`config.mk`:
```
export PLATFORM = sky130hd
export DESIGN_NAME = spc_ram_host_loader_flat
export DESIGN_NICKNAME = d
export VERILOG_FILES = /design/src/rtl/spc_ram_host_loader_if.sv /design/src/rtl/spc_ram_host_loader.sv /design/src/flat_wrapper.sv
export SDC_FILE = /design/constraint.sdc
export NUM_CORES = 1
export LEC_CHECK = 0
export CAP_MARGIN = 15
export CORE_UTILIZATION = 60
export CTS_CLUSTER_DIAMETER = 30
export DETAILED_ROUTE_END_ITERATION = 12
export GPL_TIMING_DRIVEN = 0
export PLACE_DENSITY = 0.95
export SETUP_SLACK_MARGIN = 0.5
export SYNTH_ARGS = -nofsm -noshare
export SYNTH_HDL_FRONTEND = slang
export SYNTH_SLANG_ARGS = --single-unit
```
`constraint.sdc`:
```
create_clock -name clock -period 4.5 [get_ports clock]
set_clock_uncertainty 0.05 [all_clocks]
set_input_delay 0.45 -clock clock [delete_from_list [all_inputs] [get_ports clock]]
set_output_delay 0.45 -clock clock [all_outputs]
set_load 0.005 [all_outputs]
```
`src/rtl/spc_ram_host_loader_if.sv`:
```
// Byte-stream host link plus RAM control-port bundle for spc_ram_host_loader.
//   rx : in_rx_data / in_rx_valid / out_rx_ready   host -> loader command stream
//   tx : out_tx_data / out_tx_valid / in_tx_ready  loader -> host read-back stream
//   ctrl: out_ctrl_address / out_ctrl_data / out_ctrl_we / in_ctrl_data  RAM control port
// master: the loader side; slave: the host link and RAM side.
interface spc_ram_host_loader_if #(
  parameter int unsigned ADDRESS_BITS = 16
);
  logic [7:0]              in_rx_data;
  logic                    in_rx_valid;
  logic                    out_rx_ready;
  logic [7:0]              out_tx_data;
  logic                    out_tx_valid;
  logic                    in_tx_ready;
  logic [ADDRESS_BITS-1:0] out_ctrl_address;
  logic [7:0]              out_ctrl_data;
  logic                    out_ctrl_we;
  logic [7:0]              in_ctrl_data;

  modport master (
    input  in_rx_data, in_rx_valid, in_tx_ready, in_ctrl_data,
    output out_rx_ready, out_tx_data, out_tx_valid,
           out_ctrl_address, out_ctrl_data, out_ctrl_we
  );

  modport slave (
    output in_rx_data, in_rx_valid, in_tx_ready, in_ctrl_data,
    input  out_rx_ready, out_tx_data, out_tx_valid,
           out_ctrl_address, out_ctrl_data, out_ctrl_we
  );
endinterface

```
`src/rtl/spc_ram_host_loader.sv`:
```
// Host-side loader for the SPC700 audio RAM control port.
// Decodes a byte-stream command frame (OP, ADDR_HI, ADDR_LO, LEN_HI, LEN_LO,
// payload) and either bulk-writes payload bytes into RAM or bulk-reads RAM
// and returns the bytes on the tx stream.
// Ports:
//   clock, reset : system clock, synchronous active-high reset
//   bus          : rx/tx streams and RAM control port (master side)
//   out_busy     : high whenever the command engine is not idle
//   out_error    : sticky unknown-opcode flag, cleared only by reset
module spc_ram_host_loader #(
  parameter int unsigned ADDRESS_BITS = 16
) (
  input  logic                  clock,
  input  logic                  reset,
  spc_ram_host_loader_if.master bus,
  output logic                  out_busy,
  output logic                  out_error
);

  localparam int unsigned LEN_BITS = 16;

  localparam logic [7:0] OP_NOP   = 8'h00;
  localparam logic [7:0] OP_WRITE = 8'h01;
  localparam logic [7:0] OP_READ  = 8'h02;

  typedef enum logic [3:0] {
    S_IDLE,
    S_ADDR_HI,
    S_ADDR_LO,
    S_LEN_HI,
    S_LEN_LO,
    S_WR_DATA,
    S_RD_ISSUE,
    S_RD_WAIT,
    S_RD_SEND
  } state_t;

  state_t                  state;
  logic                    is_read;
  logic [7:0]              addr_hi_q;
  logic [7:0]              addr_lo_q;
  logic [7:0]              len_hi_q;
  // Bytes remaining minus one; zero means the current byte is the last.
  logic [LEN_BITS-1:0]     len_cnt;
  logic [ADDRESS_BITS-1:0] addr_q;
  logic [7:0]              wdata_q;
  logic                    we_q;
  logic [7:0]              tx_data_q;
  logic                    tx_valid_q;
  logic                    error_q;
  logic                    rx_ready;
  logic                    rx_fire;

  // The read path never consumes rx bytes.
  assign rx_ready = (state != S_RD_ISSUE) && (state != S_RD_WAIT) && (state != S_RD_SEND);
  assign rx_fire  = bus.in_rx_valid && rx_ready;

  assign bus.out_rx_ready     = rx_ready;
  assign bus.out_tx_data      = tx_data_q;
  assign bus.out_tx_valid     = tx_valid_q;
  assign bus.out_ctrl_address = addr_q;
  assign bus.out_ctrl_data    = wdata_q;
  assign bus.out_ctrl_we      = we_q;
  assign out_busy             = (state != S_IDLE);
  assign out_error            = error_q;

  // Command engine: header decode, write pulses, read issue/wait/send.
  always_ff @(posedge clock) begin
    if (reset) begin
      state      <= S_IDLE;
      is_read    <= 1'b0;
      addr_hi_q  <= 8'h00;
      addr_lo_q  <= 8'h00;
      len_hi_q   <= 8'h00;
      len_cnt    <= '0;
      addr_q     <= '0;
      wdata_q    <= 8'h00;
      we_q       <= 1'b0;
      tx_data_q  <= 8'h00;
      tx_valid_q <= 1'b0;
      error_q    <= 1'b0;
    end else begin
      we_q <= 1'b0;
      // Address steps once the previous write pulse has been presented,
      // so back-to-back bytes land on consecutive addresses.
      if (we_q) begin
        addr_q <= addr_q + ADDRESS_BITS'(1);
      end

      case (state)
        S_IDLE: begin
          if (rx_fire) begin
            case (bus.in_rx_data)
              OP_WRITE: begin
                is_read <= 1'b0;
                state   <= S_ADDR_HI;
              end
              OP_READ: begin
                is_read <= 1'b1;
                state   <= S_ADDR_HI;
              end
              OP_NOP:  ;
              default: error_q <= 1'b1;
            endcase
          end
        end

        S_ADDR_HI: begin
          if (rx_fire) begin
            addr_hi_q <= bus.in_rx_data;
            state     <= S_ADDR_LO;
          end
        end

        S_ADDR_LO: begin
          if (rx_fire) begin
            addr_lo_q <= bus.in_rx_data;
            state     <= S_LEN_HI;
          end
        end

        S_LEN_HI: begin
          if (rx_fire) begin
            len_hi_q <= bus.in_rx_data;
            state    <= S_LEN_LO;
          end
        end

        S_LEN_LO: begin
          if (rx_fire) begin
            len_cnt <= {len_hi_q, bus.in_rx_data};
            addr_q  <= ADDRESS_BITS'({addr_hi_q, addr_lo_q});
            state   <= is_read ? S_RD_ISSUE : S_WR_DATA;
          end
        end

        // The last byte's pulse is emitted in the first idle cycle.
        S_WR_DATA: begin
          if (rx_fire) begin
            wdata_q <= bus.in_rx_data;
            we_q    <= 1'b1;
            if (len_cnt == '0) begin
              state <= S_IDLE;
            end else begin
              len_cnt <= len_cnt - LEN_BITS'(1);
            end
          end
        end

        S_RD_ISSUE: state <= S_RD_WAIT;

        // RAM output registered at the previous edge is valid now.
        S_RD_WAIT: begin
          tx_data_q  <= bus.in_ctrl_data;
          tx_valid_q <= 1'b1;
          state      <= S_RD_SEND;
        end

        S_RD_SEND: begin
          if (bus.in_tx_ready) begin
            tx_valid_q <= 1'b0;
            addr_q     <= addr_q + ADDRESS_BITS'(1);
            if (len_cnt == '0) begin
              state <= S_IDLE;
            end else begin
              len_cnt <= len_cnt - LEN_BITS'(1);
              state   <= S_RD_ISSUE;
            end
          end
        end

        default: state <= S_IDLE;
      endcase
    end
  end

endmodule

```
`src/flat_wrapper.sv`:
```
// flat-port wrapper written by rule: the top's interface ports become plain ports
module spc_ram_host_loader_flat 
#(
  parameter int unsigned ADDRESS_BITS = 16
)
  (clock, reset, out_busy, out_error, bus_in_rx_data, bus_in_rx_valid, bus_in_tx_ready, bus_in_ctrl_data, bus_out_rx_ready, bus_out_tx_data, bus_out_tx_valid, bus_out_ctrl_address, bus_out_ctrl_data, bus_out_ctrl_we);
  spc_ram_host_loader_if #(.ADDRESS_BITS(ADDRESS_BITS)) bus_i ();
  input  logic clock;
  input  logic reset;
  output logic out_busy;
  output logic out_error;
  input wire logic [$bits(bus_i.in_rx_data)-1:0] bus_in_rx_data;
  input wire logic [$bits(bus_i.in_rx_valid)-1:0] bus_in_rx_valid;
  input wire logic [$bits(bus_i.in_tx_ready)-1:0] bus_in_tx_ready;
  input wire logic [$bits(bus_i.in_ctrl_data)-1:0] bus_in_ctrl_data;
  output wire logic [$bits(bus_i.out_rx_ready)-1:0] bus_out_rx_ready;
  output wire logic [$bits(bus_i.out_tx_data)-1:0] bus_out_tx_data;
  output wire logic [$bits(bus_i.out_tx_valid)-1:0] bus_out_tx_valid;
  output wire logic [$bits(bus_i.out_ctrl_address)-1:0] bus_out_ctrl_address;
  output wire logic [$bits(bus_i.out_ctrl_data)-1:0] bus_out_ctrl_data;
  output wire logic [$bits(bus_i.out_ctrl_we)-1:0] bus_out_ctrl_we;
  assign bus_i.in_rx_data = bus_in_rx_data;
  assign bus_i.in_rx_valid = bus_in_rx_valid;
  assign bus_i.in_tx_ready = bus_in_tx_ready;
  assign bus_i.in_ctrl_data = bus_in_ctrl_data;
  assign bus_out_rx_ready = bus_i.out_rx_ready;
  assign bus_out_tx_data = bus_i.out_tx_data;
  assign bus_out_tx_valid = bus_i.out_tx_valid;
  assign bus_out_ctrl_address = bus_i.out_ctrl_address;
  assign bus_out_ctrl_data = bus_i.out_ctrl_data;
  assign bus_out_ctrl_we = bus_i.out_ctrl_we;
  spc_ram_host_loader #(.ADDRESS_BITS(ADDRESS_BITS)) u_core (.clock(clock), .reset(reset), .bus(bus_i), .out_busy(out_busy), .out_error(out_error));
endmodule
```
==> results.sh <==
export IMPL_status="complete, no violations"
export IMPL_max_freq_mhz=378
export IMPL_synth_simple_area_share=0.270
export IMPL_synth_fp_nets=547
export IMPL_synth_edf_count=0
export IMPL_grt_usage=0.328
export IMPL_yosys_area_top_type="dfxtp_1"
export IMPL_irDropWorstVdd_mv=0.273
export IMPL_tns_ns=0
export IMPL_finalHoldViolCount=0
export IMPL_grt_max_degree=17
export IMPL_synthMuxAreaShare=0.0879
export IMPL_antenna_found_initial=0
export IMPL_synthFlopType="dfxtp_1"
export IMPL_antenna_left=0
export IMPL_area_delta_synth_final_pct=19.7
export IMPL_grt_pass1_wl_mm=19.0
export IMPL_worst_pin_slew_ns=1.07
export IMPL_post_cts_resized=0
export IMPL_initial_utilization=0.626
export IMPL_timing_rr_end="u_core.len_cnt[11]"
export IMPL_first_pass_iters=5
export IMPL_post_place_ws_ns=1.57
export IMPL_io_pins=57
export IMPL_cts_tree="built"
export IMPL_dr_first_iter_drc_count=536
export IMPL_drc=0
export IMPL_cts_max_level=3
export IMPL_postCtsHoldBufs=0
export IMPL_met3_usage=0.0571
export IMPL_place_congestion=0.961
export IMPL_diodes=0
export IMPL_ff_latch_area_mm2=0.00160
export IMPL_nNetsFinal=612
export IMPL_synth_compound_area_frac=0.178
export IMPL_post_route_period_util=0.587
export IMPL_rows=30
export IMPL_required_ns=4.73
export IMPL_hold_path_startpoint="reset"
export IMPL_postLayoutCoreUtil=0.749
export IMPL_maxSlewHeadroom=0.288
export IMPL_synth_xor_area_frac=0.0265
export IMPL_synth_top_area_frac=0.373
export IMPL_fillerInstances=488
export IMPL_die_w_um=86.6
export IMPL_wl_per_cell_um=17.2
export IMPL_synthCells=525
export IMPL_cp_arrival_ns=2.87
export IMPL_min_to="u_core.state[1]"
export IMPL_ys_seq_elements=80
export IMPL_cts_made_buffers=9
export IMPL_power_leakage_nw=1.85
export IMPL_timing_rr_start="u_core.len_cnt[0]"
export IMPL_io_buffers=54
export IMPL_yosysSeqAreaShare=0.373
export IMPL_busiest_layer="met2"
export IMPL_synth_most_common_cell="dfxtp_1"
export IMPL_reg2reg_setup_slack_ns=2.11
export IMPL_first_global_vias=3925
export IMPL_rsz0062_at_grt="no"
export IMPL_synth_area_mm2=0.00430
export IMPL_hp_class="in -> reg"
export IMPL_dieHeight_um=86.6
export IMPL_fin_cells=691
export IMPL_placed_cell_area_mm2=0.00496
export IMPL_maxCapViolations=0
export IMPL_avgSynthCellArea_um2=8.19
export IMPL_holdPathStages=2
export IMPL_met2_usage=0.540
export IMPL_yosys_warnings=0
export IMPL_synthTopCellsByArea="dfxtp_1, mux2i_1, nor2_1"
export IMPL_dp_hpwl_mm=8.37
export IMPL_synth_fa_ha_area_frac=0.00582
export IMPL_endpoint_kind="register"
export IMPL_power_density_mw_per_mm2=463
export IMPL_hold_ws_ns=0.276
export IMPL_drv_slew=0
export IMPL_vias=4321
export IMPL_setup_viol=0
export IMPL_stdcell_area_mm2=0.00515
export IMPL_clk_pin_slew_ns=0.10
export IMPL_clockBufferDepth=2
export IMPL_min_period_ns=2.64
export IMPL_rr_worst_depth=8
export IMPL_start_kind="input port"
export IMPL_viasPerCell=6.25
export IMPL_drive_gt1_frac=0.101
export IMPL_ys_top_cells_by_count="dfxtp_1, nor2_1, nand2_1"
export IMPL_synth_distinct_cells=62
export IMPL_core_mm2=0.00687
export IMPL_cts_setup_buffers=0
export IMPL_worstPathMaxFanout=7
export IMPL_async_flop_share=0
export IMPL_routed_wirelength_mm=11.9
export IMPL_grt_ovfl_total=0
export IMPL_cts_sink_count=80
export IMPL_multi_input_area_mm2=0.00244
export IMPL_fin_ws_ns=1.86
export IMPL_p_total_mw=2.38
export IMPL_clk_latency_ns=0.37
export IMPL_dieArea_mm2=0.00751
export IMPL_criticalPathCategory="in -> reg"
export IMPL_synth_top_family_by_area="simple AND/OR/NAND/NOR gates"
export IMPL_cts_root_buffer="clkbuf_8"
export IMPL_grt_met1_usage=0.416
export IMPL_dpl_cell_count=675
routing by layer:
| metal | share of wire | vias to the layer above |
|---|---|---|
| li1 | - | 2017 |
| met1 | 0.41 | 2019 |
| met2 | 0.47 | 258 |
| met3 | 0.093 | 27 |
| met4 | 0.025 | 0 |
| met5 | 0 | - |
worst max-delay path, cell delays in order:
cell and delay (ns):
clkdlybuf4s50_1 0.60, nor4_4 0.42, nand3_2 0.14, a222oi_1 0.84, nand2_2 0.11, o41ai_2 0.31
report_power, final:
part           internal (mW)  switching (mW)  total [mW]  leakage [nW]
Sequential             0.770          0.0751       0.845         0.646
Combinational          0.408           0.611        1.02          1.11
Clock                  0.211           0.305       0.516        0.0923
sequential cells by signal (all words and copies together) (netlist names), 4 cells and up:
| name | cells |
|---|---|
| u_core.len_hi_q | 8 |
| u_core.bus.out_ctrl_address | 16 |
| u_core.state | 4 |
| u_core.addr_lo_q | 8 |
| u_core.bus.out_tx_data | 8 |
| u_core.bus.out_ctrl_data | 8 |
| u_core.addr_hi_q | 8 |
| u_core.len_cnt | 16 |
worst max path at each step:
stage	cells after the start	slack (ns)	startpoint	endpoint
finish	6	1.86	bus_in_rx_data[7]	u_core.state[1]
global route	6	1.80	bus_in_rx_data[7]	u_core.state[1]
CTS	6	1.92	bus_in_rx_data[7]	u_core.state[1]
detailed placement	6	1.57	bus_in_rx_data[7]	u_core.state[1]
global placement	6	1.64	bus_in_rx_data[7]	u_core.state[1]
floorplan	7	2.54	u_core.len_cnt[0]	u_core.len_cnt[12]
cell usage in the layout, fill, tap and decap left out, drive strengths merged, types with 3 or more instances in the layout:
master	Yosys	routed
dfxtp	80	80
nor2	77	77
clkdlybuf4s50	0	54
nand2	53	53
a21oi	43	43
clkbuf	23	32
mux2i	31	31
o21ai	26	26
nand3	22	22
nor3	15	15
inv	11	14
buf	12	12
nor4	11	11
nand4	9	9
a21o	8	8
a31oi	8	8
xor2	8	8
mux2	6	6
nor2b	6	6
o211ai	5	5
a222oi	5	5
a311oi	5	5
or4	5	5
xnor2	5	5
o21a	4	4
or2	4	4
or3	4	4
a22oi	4	4
and3	3	3
and2	3	3
o31ai	3	3
clkinv	0	3
final cells by class:
cell class,instances,area share
clock buffer,9,0.0241
sequential,80,0.311
inverter,11,0.00802
buffer,35,0.0418
timing repair buffer,54,0.105
multi-input combinational,399,0.474
clock inverter,7,0.0122
tap,96,0.0233
cell families (layout without fill, tap and decap cells):
logic type,Yosys count,count (layout)
AO/OA/AOI/OAI,121,121
XOR/XNOR,13,13
adder cells (fa/ha/maj),2,2
buffers and inverters,46,116
flip-flops,80,80
multiplexers,37,37
AND/OR/NAND/NOR,226,226
No activity file was read; power rests on OpenSTA's default activity.
==> RTL edit (same flow settings) <==
`ADDRESS_BITS` is set to 16 in 3 places; all go to 17.
--- a/src/rtl/spc_ram_host_loader_if.sv
+++ b/src/rtl/spc_ram_host_loader_if.sv
@@ -6,3 +6,3 @@
 interface spc_ram_host_loader_if #(
-  parameter int unsigned ADDRESS_BITS = 16
+  parameter int unsigned ADDRESS_BITS = 17
 );
--- a/src/rtl/spc_ram_host_loader.sv
+++ b/src/rtl/spc_ram_host_loader.sv
@@ -10,3 +10,3 @@
 module spc_ram_host_loader #(
-  parameter int unsigned ADDRESS_BITS = 16
+  parameter int unsigned ADDRESS_BITS = 17
 ) (
--- a/src/flat_wrapper.sv
+++ b/src/flat_wrapper.sv
@@ -3,3 +3,3 @@
 #(
-  parameter int unsigned ADDRESS_BITS = 16
+  parameter int unsigned ADDRESS_BITS = 17
 )
Interface: changed (resized bus_out_ctrl_address); port bits go from 57 to 58. The function was not compared with the original's and may differ.
==> RTL edit against the original RTL <==
- sequential cell count up 1
- synthesized area up 1.6%
- design area up 1.3%
- wire length up 9.0%
- worst setup slack worse by 0.18 ns
- synthesized cell count up 3.4%
Power is not compared: it rests on default switching activity, and its combinational part moved more than twofold at a synthesized area within 25%.
==> RTL edit: results (changes against the original RTL) <==
rr_startpoint: "u_core.state[1]"
p_leak_nw: 1.73
post-place-ws_ns: 1.85  # +0.277 ns
hpwlAfterDp_um: 9110  # +8.9%
final-setup-viol-count: 0  # unchanged
r2r_slack_ns: 1.72  # -0.39 ns
grt_pass1_vias: 4297  # +9.5%
seq_area_frac_synth: 0.371  # -0.00118
numCtsBuffers: 9  # unchanged
synth_top_cells_by_count: "81 x dfxtp_1, 76 x nor2_1, 53 x nand2_1"
synth_xor_area_frac: 0.0341  # +0.00761
antenna_found_initial: 0  # unchanged
slew_headroom: 0.329  # +0.0413
layout.nets: 629  # +2.8%
largest_reg_flops: 17
clockBufferDepth: 2  # unchanged
cpMaxStageDelayCell: "nor4b_2"
run_status: "complete, no violations"
whs_endpoint: "u_core.bus.out_tx_data[5]"
critical-path-max-stage-delay_ns: 0.90  # +0.06 ns
hold_path.class: "register to register"
grt_pass1_wl_um: 20600  # +8.4%
max-cap-violations: 0  # unchanged
final_cells: 708  # +2.5%
finalWirelength_um: 13000  # +9.0%
ys_types: 69  # +11%
dp_cells: 692  # +2.5%
portBuffers: 53  # -1.9%
grt_max_degree: 15  # -2
placed_area_mm2: 0.00502  # +1.2%
syn_nets: 565  # +3.3%
path_clk_slew_ns: 0.08  # -0.02 ns
synthMuxAreaShare: 0.0857  # -0.00222
post_cts_buffers: 0  # unchanged
holdWs_ns: 0.410  # +0.135 ns
hold_start: "u_core.bus.out_tx_data[5]"
synth_area_per_cell_um2: 8.04  # -1.8%
r2r-end: "u_core.len_cnt[6]"
drt_iter0_drc: 518  # -3.4%
vias_per_cell: 6.58  # +5.2%
antenna_cells: 0  # unchanged
cp_max_fo: 10  # +3
ctsRootBufferMaster: "clkbuf_8"
synth.area.top_cells: "dfxtp_1 37%, mux2i_1 7.8%, nor2_1 6.5%"
yosys.area_share.adder: 0.00573  # -0.0000901
worstPathArrival_ns: 2.33  # -0.54 ns
synth_compound_area_frac: 0.191  # +0.0136
place_congestion: 0.913  # -5.0%
drive_gt1_frac: 0.0752  # -0.0257
max_freq_ghz: 0.354  # -6.5%
gr-usage-all-layers: 0.349  # +0.0214
fill_cells: 544  # +11%
ctsResizeCount: 0  # unchanged
## RTL edit: cell types whose count changed in the layout (fill, tap and decap cells not counted), sizes merged, moves of 4 or more
cell and delta:
a31oi -6, clkbuf +6, buf -5, nand2b +5, a311oi -4, or3 +4
## RTL edit: layout make-up
type	count	area (µm²)	share of cell area
inverters	10	37.5	0.00720
clock inverters	6	67.6	0.0130
plain buffers	35	149	0.0286
flip-flops and latches	81	1620	0.311
repair buffers	53	531	0.102
well taps	96	120	0.0230
clock buffers	10	128	0.0245
multi-input cells	417	2560	0.491
## RTL edit: kinds of logic after synthesis
group / Yosys count
AOI/OAI and AO/OA: 125
xor gates and xnor gates: 17
adders and majority gates: 2
buffers and inverters: 45
DFF: 81
muxes: 37
and+or+nand+nor: 236
## RTL edit: worst max-delay path by stage
stage / cells after the start / endpoint / start
finish: 4 / bus_out_rx_ready / u_core.state[1]
CTS: 4 / bus_out_rx_ready / u_core.state[1]
global route: 4 / bus_out_rx_ready / u_core.state[1]
floorplan: 6 / u_core.state[2] / u_core.len_cnt[7]
detailed placement: 8 / u_core.len_cnt[6] / u_core.state[1]
global placement: 8 / u_core.len_cnt[11] / u_core.state[1]
## RTL edit: power by group
| part | total (mW) | internal (mW) | switching, mW |
|---|---|---|---|
| Sequential | 0.759 | 0.736 | 0.0226 |
| Clock | 0.536 | 0.258 | 0.278 |
| Combinational | 0.283 | 0.110 | 0.173 |
## RTL edit: critical path, delay by kind of cell (launching register included)
family,cells,cell delay (ns)
buf+inv,2,0.66
flops,1,0.30
simple gates,2,1.01
## RTL edit: metal layers
metal,part of all wire,GRT usage
met1,0.40,0.458
met2,0.45,0.548
met3,0.12,0.0834
met4,0.031,0.149
met5,0,0
